[config.mk]
export PLATFORM = sky130hd
export DESIGN_NAME = md_control_flat
export DESIGN_NICKNAME = d
export VERILOG_FILES = /design/src/rtl/md_control_if.sv /design/src/rtl/md_control.sv /design/src/flat_wrapper.sv
export SDC_FILE = /design/constraint.sdc
export NUM_CORES = 1
export LEC_CHECK = 0
export CORE_MARGIN = 2
export CORE_UTILIZATION = 55
export DETAILED_ROUTE_END_ITERATION = 16
export HOLD_SLACK_MARGIN = 0.03
export PLACE_DENSITY_LB_ADDON = 0.05
export REMOVE_ABC_BUFFERS = 1
export SYNTH_ARGS = -nofsm -noshare
export SYNTH_HDL_FRONTEND = slang
export SYNTH_SLANG_ARGS = --single-unit
[constraint.sdc]
create_clock -name clk -period 3.3 [get_ports clk]
set_input_delay 0.33 -clock clk [delete_from_list [all_inputs] [get_ports clk]]
set_output_delay 0.33 -clock clk [all_outputs]
set_load 0.1 [all_outputs]
[src/rtl/md_control_if.sv]
// Request/response bundle between an instruction pipeline and the HI/LO multiply/divide unit.
interface md_control_if #(
  parameter int DATA_W = 32
);
  logic              start;
  logic [5:0]        funct;
  logic [DATA_W-1:0] op_a;
  logic [DATA_W-1:0] op_b;
  logic              busy;
  logic              stall;
  logic              done;
  logic [DATA_W-1:0] rdata;
  logic [DATA_W-1:0] hi;
  logic [DATA_W-1:0] lo;

  modport master (
    output start, funct, op_a, op_b,
    input  busy, stall, done, rdata, hi, lo
  );

  modport slave (
    input  start, funct, op_a, op_b,
    output busy, stall, done, rdata, hi, lo
  );
endinterface

[src/rtl/md_control.sv]
// Iterative HI/LO multiply/divide unit: radix-2 shift-add multiply and restoring divide.
// Divider datapath is present only when MD_DIV_EN is defined; otherwise div/divu finish with HI/LO untouched.
module md_control #(
  parameter int DATA_W = 32
) (
  input  logic        clk,
  input  logic        reset_n,
  md_control_if.slave bus
);
  localparam int CNT_W = $clog2(DATA_W);

  localparam logic [5:0] F_MULT  = 6'b011000;
  localparam logic [5:0] F_MULTU = 6'b011001;
  localparam logic [5:0] F_DIV   = 6'b011010;
  localparam logic [5:0] F_DIVU  = 6'b011011;
  localparam logic [5:0] F_MFHI  = 6'b010000;
  localparam logic [5:0] F_MTHI  = 6'b010001;
  localparam logic [5:0] F_MFLO  = 6'b010010;
  localparam logic [5:0] F_MTLO  = 6'b010011;

  typedef enum logic [1:0] {IDLE, RUN, FIX} state_t;
  state_t state, state_nxt;

  logic [CNT_W-1:0]  cnt;
  logic [DATA_W:0]   acc;
  logic [DATA_W-1:0] mq;
  logic [DATA_W-1:0] mcand;
  logic              op_div;
  logic              neg_q;
  logic [DATA_W-1:0] hi_r;
  logic [DATA_W-1:0] lo_r;
`ifdef MD_DIV_EN
  logic              neg_r;
  logic              dz;
  logic              dz_req;
  logic [DATA_W:0]   shl;
`endif

  logic is_mult, is_multu, is_div, is_divu;
  logic is_mfhi, is_mthi, is_mflo, is_mtlo;
  logic is_md, is_any, sgn_op, accept, skip_run;
  logic [DATA_W-1:0] mag_a, mag_b;
  logic [DATA_W:0]   sum;
  logic [DATA_W:0]   step_acc;
  logic [DATA_W-1:0] step_mq;

  function automatic logic [DATA_W-1:0] mag(input logic signed [DATA_W-1:0] v, input logic sgn);
    logic signed [DATA_W-1:0] n;
    n = -v;
    return (sgn && v[DATA_W-1]) ? $unsigned(n) : $unsigned(v);
  endfunction

  function automatic logic [2*DATA_W-1:0] fix_2w(input logic [2*DATA_W-1:0] v, input logic neg);
    return neg ? (~v + (2*DATA_W)'(1)) : v;
  endfunction

`ifdef MD_DIV_EN
  function automatic logic [DATA_W-1:0] fix_w(input logic [DATA_W-1:0] v, input logic neg);
    return neg ? (~v + DATA_W'(1)) : v;
  endfunction
`endif

  assign is_mult  = (bus.funct == F_MULT);
  assign is_multu = (bus.funct == F_MULTU);
  assign is_div   = (bus.funct == F_DIV);
  assign is_divu  = (bus.funct == F_DIVU);
  assign is_mfhi  = (bus.funct == F_MFHI);
  assign is_mthi  = (bus.funct == F_MTHI);
  assign is_mflo  = (bus.funct == F_MFLO);
  assign is_mtlo  = (bus.funct == F_MTLO);
  assign is_md    = is_mult | is_multu | is_div | is_divu;
  assign is_any   = is_md | is_mfhi | is_mthi | is_mflo | is_mtlo;
  assign sgn_op   = is_mult | is_div;

  assign accept   = bus.start & (state == IDLE);
  assign mag_a    = mag($signed(bus.op_a), sgn_op);
  assign mag_b    = mag($signed(bus.op_b), sgn_op);

`ifdef MD_DIV_EN
  assign dz_req   = (is_div | is_divu) & (bus.op_b == '0);
  assign skip_run = dz_req;
`else
  assign skip_run = is_div | is_divu;
`endif

  assign bus.busy  = (state != IDLE);
  assign bus.done  = (state == FIX);
  assign bus.stall = bus.start & bus.busy & is_any;
  assign bus.rdata = is_mfhi ? hi_r : (is_mflo ? lo_r : '0);
  assign bus.hi    = hi_r;
  assign bus.lo    = lo_r;

  // One radix-2 iteration: multiply shifts the partial product right, divide shifts the remainder left.
  always_comb begin
    sum      = '0;
    step_acc = '0;
    step_mq  = '0;
`ifdef MD_DIV_EN
    shl      = {acc[DATA_W-1:0], mq[DATA_W-1]};
    if (op_div) begin
      if (shl >= {1'b0, mcand}) begin
        step_acc = shl - {1'b0, mcand};
        step_mq  = {mq[DATA_W-2:0], 1'b1};
      end else begin
        step_acc = shl;
        step_mq  = {mq[DATA_W-2:0], 1'b0};
      end
    end else
`endif
    begin
      sum      = mq[0] ? (acc + {1'b0, mcand}) : acc;
      step_acc = {1'b0, sum[DATA_W:1]};
      step_mq  = {sum[0], mq[DATA_W-1:1]};
    end
  end

  always_ff @(posedge clk or negedge reset_n) begin
    if (!reset_n) state <= IDLE;
    else          state <= state_nxt;
  end

  always_comb begin
    state_nxt = state;
    unique case (state)
      IDLE:    if (accept && is_md) state_nxt = skip_run ? FIX : RUN;
      RUN:     if (cnt == CNT_W'(DATA_W-1)) state_nxt = FIX;
      FIX:     state_nxt = IDLE;
      default: state_nxt = IDLE;
    endcase
  end

  always_ff @(posedge clk or negedge reset_n) begin
    if (!reset_n) begin
      cnt    <= '0;
      acc    <= '0;
      mq     <= '0;
      mcand  <= '0;
      op_div <= 1'b0;
      neg_q  <= 1'b0;
      hi_r   <= '0;
      lo_r   <= '0;
`ifdef MD_DIV_EN
      neg_r  <= 1'b0;
      dz     <= 1'b0;
`endif
    end else begin
      unique case (state)
        IDLE: begin
          if (accept && is_md) begin
            cnt    <= '0;
            acc    <= '0;
            mcand  <= mag_b;
            op_div <= is_div | is_divu;
            neg_q  <= sgn_op & (bus.op_a[DATA_W-1] ^ bus.op_b[DATA_W-1]);
`ifdef MD_DIV_EN
            neg_r  <= sgn_op & bus.op_a[DATA_W-1];
            dz     <= dz_req;
            mq     <= dz_req ? bus.op_a : mag_a;
`else
            mq     <= mag_a;
`endif
          end else if (accept && is_mthi) begin
            hi_r <= bus.op_a;
          end else if (accept && is_mtlo) begin
            lo_r <= bus.op_a;
          end
        end
        RUN: begin
          acc <= step_acc;
          mq  <= step_mq;
          cnt <= cnt + 1'b1;
        end
        // Magnitude result is sign-corrected here; zero-divide keeps the raw dividend in mq.
        FIX: begin
          if (!op_div) begin
            {hi_r, lo_r} <= fix_2w({acc[DATA_W-1:0], mq}, neg_q);
          end
`ifdef MD_DIV_EN
          else if (dz) begin
            hi_r <= mq;
            lo_r <= '1;
          end else begin
            hi_r <= fix_w(acc[DATA_W-1:0], neg_r);
            lo_r <= fix_w(mq, neg_q);
          end
`endif
        end
        default: ;
      endcase
    end
  end
endmodule

[src/flat_wrapper.sv]
// flat-port wrapper written by rule: the top's interface ports become plain ports
module md_control_flat 
#(
  parameter int DATA_W = 32
)
  (clk, reset_n, bus_start, bus_funct, bus_op_a, bus_op_b, bus_busy, bus_stall, bus_done, bus_rdata, bus_hi, bus_lo);
  md_control_if #(.DATA_W(DATA_W)) bus_i ();
  input  logic clk;
  input  logic reset_n;
  input wire logic [$bits(bus_i.start)-1:0] bus_start;
  input wire logic [$bits(bus_i.funct)-1:0] bus_funct;
  input wire logic [$bits(bus_i.op_a)-1:0] bus_op_a;
  input wire logic [$bits(bus_i.op_b)-1:0] bus_op_b;
  output wire logic [$bits(bus_i.busy)-1:0] bus_busy;
  output wire logic [$bits(bus_i.stall)-1:0] bus_stall;
  output wire logic [$bits(bus_i.done)-1:0] bus_done;
  output wire logic [$bits(bus_i.rdata)-1:0] bus_rdata;
  output wire logic [$bits(bus_i.hi)-1:0] bus_hi;
  output wire logic [$bits(bus_i.lo)-1:0] bus_lo;
  assign bus_i.start = bus_start;
  assign bus_i.funct = bus_funct;
  assign bus_i.op_a = bus_op_a;
  assign bus_i.op_b = bus_op_b;
  assign bus_busy = bus_i.busy;
  assign bus_stall = bus_i.stall;
  assign bus_done = bus_i.done;
  assign bus_rdata = bus_i.rdata;
  assign bus_hi = bus_i.hi;
  assign bus_lo = bus_i.lo;
  md_control #(.DATA_W(DATA_W)) u_core (.clk(clk), .reset_n(reset_n), .bus(bus_i));
endmodule
### After elaboration in Yosys (flattened, before gate mapping)

Index checks and enable logic that the tools add are counted.
Widths: inputs -> output; s select.

* register bits after elaboration: 170
* bits of input ports: 73
* logic and storage cells: 86

* add/sub/neg operators: 5
* equal/unequal tests: 18
* mux-type cells: 25
* bitwise logic cells: 15
* reduce and logical (&&, ||, !) cells: 14

Operators by type and width (count)
* $mux 32: 12
* $pmux 32 s2: 3
* $mux 33: 2
* $pmux 33 s2: 1
* $add 64x1->64 const B: 1
* $mux 64: 1
* $neg 32->32: 2
* $not 64->64: 1
* $eq 6x5->1 const B: 8
* $add 33x32->33: 1
* $ne 2x2->1 const B: 6
* $pmux 5 s2: 1
* $or 1x1->1: 9
* $mux 2: 3
* $reduce_and 2->1: 3
* $reduce_bool 2->1: 3
* $add 5x1->5 const B: 1
* $eq 5x5->1 const B: 1
* $logic_and 1x1->1: 5
* $mux 5: 1
* $reduce_and 5->1: 1
* $and 1x1->1: 4
* $pmux 2 s2: 1
* $reduce_and 4->1: 1
* other kinds (5): 5

### Longest topological paths before layout

* depth after elaboration: 9
* mapped depth: 11
* mapped depth without buffers: 11

### Least setup slack after synthesis

No wires, ideal clock.

* path kind: input-to-output
* start point: input port bus_funct[1]
* end point: output port bus_rdata[16]
* arrival: 2548 ps
* required time: 2970 ps
* path slack: 422 ps
* stages: 4
* path buffers: 2
* cell sequence: clkbuf_1 > clkbuf_1 > mux2i_1 > nor2_1

* longest elaborated chain between the ends: 3

RTL lines
* from (decl): line flat_wrapper.sv:11 `input wire logic [$bits(bus_i.funct)-1:0] bus_funct;`
* $eq 6x5->1: line md_control.sv:69 `assign is_mflo = (bus.funct == F_MFLO);`
* $mux 32: line md_control.sv:89 `assign bus.rdata = is_mfhi ? hi_r : (is_mflo ? lo_r : '0);`
* $mux 32 (*): line md_control.sv:89
* to (decl): line flat_wrapper.sv:17 `output wire logic [$bits(bus_i.rdata)-1:0] bus_rdata;`

Every way passes the cells marked *; elsewhere a longest branch is shown, timed or not.

### Worst setup path after layout

* start point: register u_core.acc[0]
* end point: register u_core.acc[19]

* longest elaborated chain between the ends: 3

RTL lines
* from (decl): line md_control.sv:25 `logic [DATA_W:0] acc;`
* from (signal assigned): line md_control.sv:169 `acc <= step_acc;`
* $add 33x32->33: line md_control.sv:111 `sum = mq[0] ? (acc + {1'b0, mcand}) : acc;`
* $mux 33: line md_control.sv:111
* $pmux 33 s2: line md_control.sv:147 `unique case (state)`

Every way passes these cells.
A chain may end at the register's enable or synchronous reset.

==> metrics <==
sequential element share of the synthesized area 35.14%; # nets final 1707; Worst Setup SP u_core.acc[0]$_DFFE_PN0P_; Num CTS Buffers 17; Die ar. 23080 um^2; HPWL after detailed placement 25830 um; largest net degree at the start of global routing 82; most common cell after layout, fill and taps aside dfrtp_1; Max Cap Viol 0; Cell Count Post-Placement 1856; CP required 3620 ps; Most used DFF post-synth dfrtp_1; Clock Sinks 169; PwrDens 921.8 nW/um^2; CP peak stage delay 440 ps; Synth Area per Inst 8.334 um^2; Worst Path Arrival 3340 ps; worst skew pair latency 440 ps; final WL 34700 um; Worst Path Buf+Inv 2; DR WL/cell 18.38 um; area delta synth->final 25.62%; clk slew on worst S/H paths 70 ps; worst slew pin tran 1027 ps; ys async rst share 100.0%; global-route wire length before repair 56520 um; Distinct cells, synth 72; crit path launch type register; crit path cell chain ha_1 -> inv_1 -> fa_1 -> nor2b_1 -> o2111ai_1 -> a211oi_1 -> nor3_2 -> buf_4 -> o21ai_0 -> a21boi_0 -> mux2i_1 -> a311o_1; core area 21620 um^2; Critical Path Sink Type register; Max-slew headroom 31.33%; yosys synthesis warning count 0; clk buf depth 2; GRT overflow 0; Slowest-stage cell, CP dfrtp_1; via count of the first global-routing pass 10956; HP Class in -> async; Die H 151.9 um; Worst Setup Path Type reg -> reg; via/cell ratio 6.115; most frequent cells in the layout dfrtp_1, nand2_1, nor2_1; # setup viols final 0; via count of the routed design 11545; final antenna-violating net count 0; DR pass1 iterations 6; die width 151.9 um; maximum vdd drop 0.0005003 V; synthesis-stage register bit count 169; # DRC 0; RD Place Congestion 0.9479; Period Utilization, post-route 91.70%; Port Buffer Count 171; max-slew violation count 0; Top delay family on crit path compound AO/OA/AOI/OAI gates; Root Buffer Master clkbuf_16; number of I/O pins 172; Initial Utilization 55.66%; non-filler instance count after layout 1888; EDFF count, synth 0; FILL cells 1799; post-layout minimum cycle time 3026 ps; H-Tree Depth 4; n_diodes 0; worst r2r src u_core.acc[0]$_DFFE_PN0P_; hold_ws 475.3 ps; CP Max Fanout 5; Fin. Hold Viols 0; cell row count 54; share of cells above drive strength 1 9.266%; Lkg Pwr 6.325 nW; Post-Syn Instances 1444; initial DRC count 907; synthesized cell area 12030 um^2; unrepaired setup endpoints after global routing no; outcome finished, final reports clean; CTS tree done; Setup Skew 13.00 ps; maximum operating frequency 330.4 MHz; Global Route Usage Sum 29.62%; initial antenna violation count 0
path summary, 6_finish.rpt:
path / cells after the start / slack (ps) / end
worst min register to register: 2 / 490 / u_core.mcand[21]$_DFFE_PN0P_
min in group clk: 2 / 490 / u_core.mcand[21]$_DFFE_PN0P_
worst min-delay path: 2 / 480 / u_core.acc[7]$_DFFE_PN0P_
max in group asynchronous: 3 / 2080 / u_core.neg_q$_DFFE_PN0P_
worst max-delay path: 12 / 270 / u_core.acc[19]$_DFFE_PN0P_
worst max register to register: 12 / 270 / u_core.acc[19]$_DFFE_PN0P_
power breakdown:
| group | internal, mW | switching (mW) | total [mW] |
|---|---|---|---|
| sequential | 2.87 | 0.973 | 3.85 |
| combinational | 2.72 | 5.40 | 8.12 |
| clock | 1.06 | 0.905 | 1.97 |
area by class of cell:
cell class | instances | area, um^2 | area share, %
well taps | 280 | 350.3 | 2.317
multi-input cells | 1158 | 7398 | 48.94
clock inverters | 13 | 136.4 | 0.9022
flip-flops and latches | 169 | 4230 | 27.98
repair buffers | 225 | 2479 | 16.40
inverters | 25 | 93.84 | 0.6208
clock buffers | 18 | 429.2 | 2.839
timing repair:
action,CTS,global route
resized for setup,0,1
buffers inserted,0,0
endpoints found under the hold margin,79,0
setup endpoints to repair,0,1
hold buffers,1,0
cells in the mapped netlist (6+ instances only):
master    instances  area (um^2)
a221oi_1          8        70.07
nand2_1         158        593.1
a21o_1           22        165.2
nor3_1           23        115.1
dfrtp_1         169         4229
nand3_1          34        170.2
a211oi_1         15        112.6
a31oi_1          17        106.4
nand4_1          10        62.56
buf_1            16        60.06
a21oi_1          80        400.4
a22oi_1          29        217.7
o21ai_0         150        750.7
or4_1             9        67.56
o41ai_1          15        131.4
xnor2_1          91        797.0
nand2b_1         12        75.07
nor4_1            9        56.30
clkbuf_1         75        281.5
mux2i_1          49        490.5
or3_1            19        118.9
o21a_1            6        45.04
o31ai_1          63        473.0
xor2_1           50        437.9
ha_1             37        462.9
and3_1           18        112.6
inv_1            24        90.09
nor2b_1           9        56.30
nor2_1          155        581.8
per-layer routing:
metal	up-vias	wire, um	GRT usage [%]
met5	-	0	0
met4	0	879	10.50
met3	65	2568	5.163
met2	497	15820	46.85
met1	5446	15440	41.20
li1	5537	-	-
per-stage QoR:
stage / power (mW) / utilization [%] / worst slack, ps / setup TNS [ps] / cell area (um^2)
floorplan: 9.526 / - / -639.6 / -45210 / 11690
global placement: 11.76 / 67.23 / 218.4 / 0 / 14540
detailed placement: 11.88 / 67.23 / 95.49 / 0 / 14540
CTS: 13.87 / 69.90 / 282.6 / 0 / 15110
global route: 14.72 / 69.92 / 44.64 / 0 / 15120
finish: 13.93 / 69.92 / 273.8 / 0 / 15120
worst register-to-register path, delay by kind of cell, from the launching register on:
kind | cells | cell delay [ps]
AOI/OAI and AO/OA | 5 | 1200
adders and majority gates | 2 | 600
buffers and inverters | 2 | 220
DFF | 1 | 440
muxes | 1 | 140
and+or+nand+nor | 2 | 300
flip-flops by register name, summed over array words and instances, names as in the netlist:
name,count
u_core.mq,32
u_core.bus.hi,32
u_core.cnt,5
u_core.bus.lo,32
u_core.state,2
u_core.neg_q,1
u_core.mcand,32
u_core.op_div,1
u_core.acc,32
kinds of logic (layout without fill, tap and decap cells):
kind of cell	count (synthesis)	after routing	share of synthesized area, %
and+or+nand+nor	487	487	19.46
AOI/OAI and AO/OA	442	442	23.29
DFF	169	169	35.14
xor gates and xnor gates	141	141	10.26
buffers and inverters	117	281	3.660
muxes	50	50	4.169
adders and majority gates	38	38	4.013
(Power assumes the default switching activity.)
